<file path="src/rtl/imm_ext_ctrl.sv">
// imm_ext_ctrl: decode-stage immediate extension with a small output FIFO.
//
// Each accepted 32-bit instruction word is classified by opcode. The matching
// immediate extension (sign, zero, LUI shift, branch offset or jump target)
// is computed combinationally and stored in a DEPTH-entry FIFO. The FIFO lets
// a stalled ID/EX stage hold off without losing words. Unsupported opcodes
// are flagged and counted.
//
// Ports
//   clk, rst_n            clock; asynchronous active-low reset
//   flush                 synchronous flush; drops buffered words, blocks input
//   in_valid/in_ready     input handshake; in_instr is the instruction word
//   out_valid/out_ready   output handshake for the head entry
//   out_imm/out_mode      head immediate and mode (0 NONE .. 5 JUMP)
//   out_illegal           head opcode unsupported
//   illegal_cnt           saturating count of accepted illegal words

// Combinational opcode classifier and immediate extender.
module imm_ext_dec (
  input  logic [31:0] instr,
  output logic [31:0] imm,
  output logic [2:0]  mode,
  output logic        illegal
);
  localparam logic [2:0] M_NONE = 3'd0, M_SIGN = 3'd1, M_ZERO = 3'd2,
                         M_LUI  = 3'd3, M_BR   = 3'd4, M_JUMP = 3'd5;

  logic [5:0]  op;
  logic [15:0] i16;
  logic [25:0] t26;

  assign op  = instr[31:26];
  assign i16 = instr[15:0];
  assign t26 = instr[25:0];

  always_comb begin
    imm     = '0;
    mode    = M_NONE;
    illegal = 1'b0;
    casez (op)
      6'b000000: ;                                   // R-type: no immediate
      6'b0010??,                                     // ADDI/ADDIU/SLTI/SLTIU
      6'b10????: begin                               // loads and stores
        mode = M_SIGN;
        imm  = {{16{i16[15]}}, i16};
      end
      6'b001100, 6'b001101, 6'b001110: begin         // ANDI/ORI/XORI
        mode = M_ZERO;
        imm  = {16'h0, i16};
      end
      6'b001111: begin                               // LUI
        mode = M_LUI;
        imm  = {i16, 16'h0};
      end
      6'b00010?: begin                               // BEQ/BNE word offset
        mode = M_BR;
        imm  = {{14{i16[15]}}, i16, 2'b00};
      end
      6'b00001?: begin                               // J/JAL
        mode = M_JUMP;
        imm  = {4'h0, t26, 2'b00};
      end
      default: illegal = 1'b1;
    endcase
  end
endmodule

module imm_ext_ctrl #(
  parameter int DEPTH = 2,
  parameter int CNT_W = 16
) (
  input  logic             clk,
  input  logic             rst_n,
  input  logic             flush,
  input  logic             in_valid,
  output logic             in_ready,
  input  logic [31:0]      in_instr,
  output logic             out_valid,
  input  logic             out_ready,
  output logic [31:0]      out_imm,
  output logic [2:0]       out_mode,
  output logic             out_illegal,
  output logic [CNT_W-1:0] illegal_cnt
);
  localparam int PW = (DEPTH > 1) ? $clog2(DEPTH) : 1;
  localparam int CW = $clog2(DEPTH) + 1;
  localparam logic [CW-1:0] FULL = CW'(DEPTH);

  typedef struct packed {
    logic [31:0] imm;
    logic [2:0]  mode;
    logic        illegal;
  } ent_t;

  ent_t          mem [DEPTH];
  ent_t          dec_e, head;
  logic [PW-1:0] wr_ptr, rd_ptr;
  logic [CW-1:0] count;
  logic          push, pop;

  logic [31:0] dec_imm;
  logic [2:0]  dec_mode;
  logic        dec_ill;

  imm_ext_dec u_dec (
    .instr  (in_instr),
    .imm    (dec_imm),
    .mode   (dec_mode),
    .illegal(dec_ill)
  );

  assign dec_e = '{imm: dec_imm, mode: dec_mode, illegal: dec_ill};

  assign in_ready  = (count < FULL) & ~flush;
  assign out_valid = (count != '0);
  assign push      = in_valid & in_ready;   // never true during flush
  assign pop       = out_valid & out_ready & ~flush;

  // Head comes straight from the storage flops; gated to zero when empty.
  assign head        = mem[rd_ptr];
  assign out_imm     = out_valid ? head.imm     : '0;
  assign out_mode    = out_valid ? head.mode    : '0;
  assign out_illegal = out_valid ? head.illegal : 1'b0;

  always_ff @(posedge clk or negedge rst_n) begin
    if (!rst_n) begin
      wr_ptr <= '0;
      rd_ptr <= '0;
      count  <= '0;
      for (int i = 0; i < DEPTH; i++) mem[i] <= '0;
    end else if (flush) begin
      wr_ptr <= '0;
      rd_ptr <= '0;
      count  <= '0;
    end else begin
      if (push) begin
        mem[wr_ptr] <= dec_e;
        wr_ptr      <= wr_ptr + PW'(1);
      end
      if (pop) rd_ptr <= rd_ptr + PW'(1);
      case ({push, pop})
        2'b10:   count <= count + CW'(1);
        2'b01:   count <= count - CW'(1);
        default: ;
      endcase
    end
  end

  // Counts at accept time, so flushed illegal words are still counted.
  always_ff @(posedge clk or negedge rst_n) begin
    if (!rst_n)
      illegal_cnt <= '0;
    else if (push && dec_ill && (illegal_cnt != {CNT_W{1'b1}}))
      illegal_cnt <= illegal_cnt + CNT_W'(1);
  end
endmodule

</file>
<file path="config.mk">
export PLATFORM = sky130hd
export DESIGN_NAME = imm_ext_ctrl
export DESIGN_NICKNAME = d
export VERILOG_FILES = /design/src/rtl/imm_ext_ctrl.sv
export SDC_FILE = /design/constraint.sdc
export NUM_CORES = 1
export LEC_CHECK = 0
export ABC_AREA = 1
export BUFFER_PORTS_ARGS = -buffer_cell sky130_fd_sc_hd__buf_2
export CAP_MARGIN = 15
export CORE_MARGIN = 2
export CORE_UTILIZATION = 26
export DETAILED_ROUTE_END_ITERATION = 12
export HOLD_SLACK_MARGIN = 0.03
export PLACE_DENSITY = 0.5
export SKIP_CTS_REPAIR_TIMING = 1
export SLEW_MARGIN = 20
export SYNTH_ARGS = -nofsm -noshare
export SYNTH_HDL_FRONTEND = slang
export SYNTH_SLANG_ARGS = --single-unit
</file>
<file path="constraint.sdc">
create_clock -name clk -period 2.04 [get_ports clk]
set_clock_uncertainty 0.15 [all_clocks]
set_input_delay 0.306 -clock clk [delete_from_list [all_inputs] [get_ports clk]]
set_output_delay 0.306 -clock clk [all_outputs]
set_load 0.03 [all_outputs]
</file>
Word level (Yosys, flattened, before mapping)
Index checks and enable logic that the tools add are counted.

Bits in registers: 92. Input bits: 37. Logic and storage cells: 67.

$add $sub $neg: 5. Magnitude comparators: 4. Equality and inequality tests: 11. Multiplexer cells: 18. Bitwise operators: 7. Reductions and logical operators: 12.

Operator list (number): 32-bit one-hot mux with 5 select lines (1); 36-bit two-way mux (4); 72-bit bitwise mux (1); 36-bit demux with 1-bit select (1); 32-bit two-way mux (1); 6-bit by 4-bit == test with 1-bit output, second input constant (4); 16-bit by 1-bit adder with 16-bit output, second input constant (1); 16-bit != test, second input constant (1); 3-bit one-hot mux with 5 select lines (1); 9-bit OR reduction (1); 6-bit zero test (1); 1-bit two-way mux (6); 2-bit nonzero test (3); 5-bit by 1-bit == test with 1-bit output, second input constant (1); 5-bit by 2-bit == test with 1-bit output, second input constant (1); 1-bit AND (4); 2-bit == test, second input constant (2); 4-bit by 2-bit == test with 1-bit output, second input constant (1); 2-bit greater-or-equal comparator, second input constant (2); 1-bit NOT with 2-bit output (2); 2-bit one-hot mux with 2 select lines (1); 1-bit logical AND (3); 3-bit two-way mux (1); 3-bit nonzero test (1); 11 further kinds (12).

Longest topological paths before layout
Depth in word-level cells: 6. Depth in mapped cells: 10.

Modules after synthesis
Synthesis repeated with hierarchy kept, for this count alone.

Cell total of the unflattened synthesis: 723. Area total of the unflattened synthesis: 5066.1 um2.

Modules (own cells, without submodules): imm_ext_ctrl (instances 1, cells an instance 567, area an instance 4351.7 um2, seq. area each 2302.2 um2); imm_ext_dec (instances 1, cells an instance 156, area an instance 714.4 um2, seq. area each 0.0 um2).

Worst setup path after synthesis
Ideal clock, no wire load.

Path type: register -> register. Start point: register illegal_cnt[0]. End point: register illegal_cnt[2]. Arrival time: 1.631 ns. Required time: 1.772 ns. Setup slack: 0.142 ns. Stages on the path, launching flop included: 8. Buffers on the path: 1. Clock period less this slack: 1.898 ns. Path through: dfrtp_1 -> ha_1 -> nand3_2 -> nor2_2 -> nand4_4 -> buf_6 -> nand3_1 -> nand2_1.

Word-level cells in the longest chain between the ends: 2.

RTL lines: from (decl) (line 83) `output logic [CNT_W-1:0] illegal_cnt`; from (signal assigned) (line 154) `illegal_cnt <= illegal_cnt + CNT_W'(1);`; branches (longest 2 deep; another with 16-bit by 1-bit adder with 16-bit output).

Parallel ways; which one is timed is not known. A chain may end at the register's enable or synchronous reset.

Worst setup path after layout
Start point: register rd_ptr. End point: output port out_imm[18].

Word-level cells in the longest chain between the ends: 5.

RTL lines: from (decl) (line 97) `logic [PW-1:0] wr_ptr, rd_ptr;`; from (signal assigned) (line 140) `if (pop) rd_ptr <= rd_ptr + PW'(1);`; 1-bit NOT with 2-bit output (not written as such) (line 120) `assign head = mem[rd_ptr];`; 36-bit two-way mux (not written as such) (3 in series) (line 120); 32-bit two-way mux (line 121) `assign out_imm = out_valid ? head.imm : '0;`; to (decl) (line 80) `output logic [31:0] out_imm,`.

No other way between the ends. The select of a mux whose other input is x is not followed.

==> results.tsv <==
stage	metric	value	unit
clock_tree	total CTS buffers	9	
clock_tree	clk slew on worst S/H paths	0.07	ns
global_routing	first-pass GRT wire length	25.0	mm
synth	post-synthesis register bit count	92	
synth	area share of the largest cell type after synthesis	0.453	
placement	DP HPWL	10.8	mm
drt	Pre-Repair DR Iteration Count	5	
drt	drt drc	0	
die	Starting Density	0.263	
die	Die ar.	20700	um^2
clock_tree	CTS Root Cell	clkbuf_16	
placement	placed cells	1057	
critical_path	WS Path Type	register to output port	
critical_path	Worst Path Arrival	1.55	ns
critical_path	startpoint types	register	
placement	Post-Place Cell Area	5910	um^2
critical_path	CP Data Required Time	1.58	ns
pwr	Peak VDD IR	0.689	mV
global_routing	largest net degree at the start of global routing	39	
drt	top layer in use	met5	
placement	port buffer count	90	
sta	final number of setup-violating endpoints	0	
placement	GPL Wtd Cong	0.785	
sta	Final Hold Viols	0	
drt	DR WL met3	856	um
drt	WL met1	7.51	mm
cells_and_area	non-filler cells, final	1074	
worst_hold_path	type of the most critical hold path	input port to register	
die	io pins	91	
synth	Post-Syn Instances	718	
outcome	status	completed	
drt	ANT nets after route	0	
cells_and_area	layout cells sized above 1	0.200	
synth	syn avg cell area	7.08	um^2
clock_tree	H-tree levels	3	
sta	slew margin rel.	0.675	
synth	Post-Synth XOR/XNOR Area	0.0189	
synth	Synth Area in Compound Gates	0.0957	
global_routing	Total GRT Usage	0.159	
synth	Area contributors post-synth	dfrtp_1 (45%), nand2_1 (27%), o21ai_0 (5.1%)	
sta	Final min period	2.00	ns
global_routing	GRT overflow	0	
cells_and_area	# nets final	843	
synth	post-synth cell types	31	
cells_and_area	post-route cell area	6320	um^2
synth	synthesized area	5080	um^2
clock_tree	CTS tree	done	
synth	Seq/Total Area, Yosys	0.453	
synth	multiplexer area fraction after synthesis	0	
die	Die Y	144	um
sta	Max Freq	499	MHz
synth	Syn Nets	756	
critical_path	CP endpoint kind	output port	
clock_tree	CTS sink count	92	
clock_tree	clk_lat worst skew	0.36	ns
cells_and_area	synth-to-layout area growth	24.2	%
synth	largest family of logic cells by synthesized area	simple AND/OR/NAND/NOR gates	
synth	Top FF cell, synth	dfrtp_1	
drt	Routed WL	15.8	mm
synth	Yosys warning count	0	
global_routing	vias in the first global route	4523	
drt	average wire per standard cell	14.7	um
synth	most numerous cell in the Yosys netlist	nand2_1	
die	core region area	19300	um^2
cells_and_area	multi-input logic area	2480	um^2
global_routing	initial antenna violation count	1	
critical_path	CP Max Fanout	16	
flow_run	# Max-Cap Violations	0	
pwr	P_leak	3.31	nW
pwr	PwrDens	1160	nW/um^2
drt	detailed-route via count	4773	
drt	DR iter-0 viols	280	
sta	RSZ-0062 raised after global routing	true	
sta	Slew @ Worst Pin	0.488	ns
synth	Post-synth EDFFs	0	
cells_and_area	Antenna Cells	0	
sta	Tcrit/Tclk final	0.982	
die	Die Wd	144	um
cells_and_area	FILL cells	2120	
synth	Simple-Gate Fraction of Synth Area	0.361	
drt	DR WL met2	7.31	mm
cells_and_area	register area	2300	um^2
die	row count	51	
synth	biggest area consumer among synthesized cells	dfrtp_1	
synth	top post-synthesis cells by count	nand2_1 (360), dfrtp_1 (92), o21ai_0 (52)	
synth	Synth Area in Adders	0.00246	
synth	FFs w/ async S/R, synth	1.00	
sta	Slew Limit Fails	0	
drt	vias per cell	4.44	
clock_tree	clock buffer depth	2	
cell type report:
class / count / area share
inverter: 43 / 0.0263
clock inverter: 6 / 0.0113
clock buffer: 9 / 0.0357
tap: 265 / 0.0525
sequential: 92 / 0.365
timing repair buffer: 110 / 0.117
multi-input combinational: 549 / 0.392
through the flow:
| step | setup slack, ns | TNS (ns) | hold WS (ns) | utilization | power, mW |
|---|---|---|---|---|---|
| finish | 0.0372 | 0 | 0.120 | 0.327 | 7.35 |
| global route | -0.0450 | -0.136 | 0.132 | 0.327 | 7.86 |
| CTS | -0.200 | -1.14 | -0.231 | 0.321 | 7.31 |
| detailed placement | 0.192 | 0 | 0.154 | 0.306 | 5.54 |
| global placement | 0.209 | 0 | 0.162 | 0.306 | 5.51 |
| floorplan | 0.142 | 0 | -0.140 | - | 4.56 |
power breakdown:
part           switching [mW]  internal, mW  total (mW)
Combinational            1.86         0.923        2.79
Sequential              0.380          2.45        2.83
Clock                   0.786         0.957        1.74
final timing paths:
path,from,cells after the start,endpoint,slack (ns)
worst max-delay path,rd_ptr,5,out_imm[18],0.04
worst min-delay path,in_instr[1],3,mem[41],0.12
worst max register to register,illegal_cnt[1],6,illegal_cnt[12],0.23
worst min register to register,mem[37],2,mem[37],0.33
max in group asynchronous,rst_n,3,mem[40],0.87
min in group asynchronous,rst_n,2,mem[31],0.30
layer usage:
metal	global-route usage	up-vias
li1	-	2423
met1	0.214	2222
met2	0.259	113
met3	0.0373	13
met4	0.0341	2
met5	0	-
registers in the layout, indices dropped and copies added (netlist names):
register	cells
wr_ptr	1
illegal_cnt	16
count	2
rd_ptr	1
mem	72
cells in the final DEF, fill, tap and decap left out, drive strengths merged:
cell type and count:
a21oi 37, buf 108, bufinv 1, clkbuf 10, clkinv 2, clkinvlp 1
dfrtp 92, dlygate4sd3 1, ha 1, inv 45, nand2 368, nand3 34
nand3b 1, nand4 8, nor2 27, nor3 3, o211ai 1, o21ai 58
xnor2 6, xor2 5
critical path, cell delays in order, from the launching register on:
cell	delay, ns
dfrtp_2	0.46
inv_4	0.10
buf_12	0.15
nand2_1	0.06
a21oi_1	0.22
buf_4	0.21
logic make-up after synthesis:
group | count (synthesis)
buffers and inverters | 77
AOI/OAI and AO/OA | 96
and+or+nand+nor | 441
DFF | 92
xor gates and xnor gates | 11
adders and majority gates | 1
(Power assumes the default switching activity.)
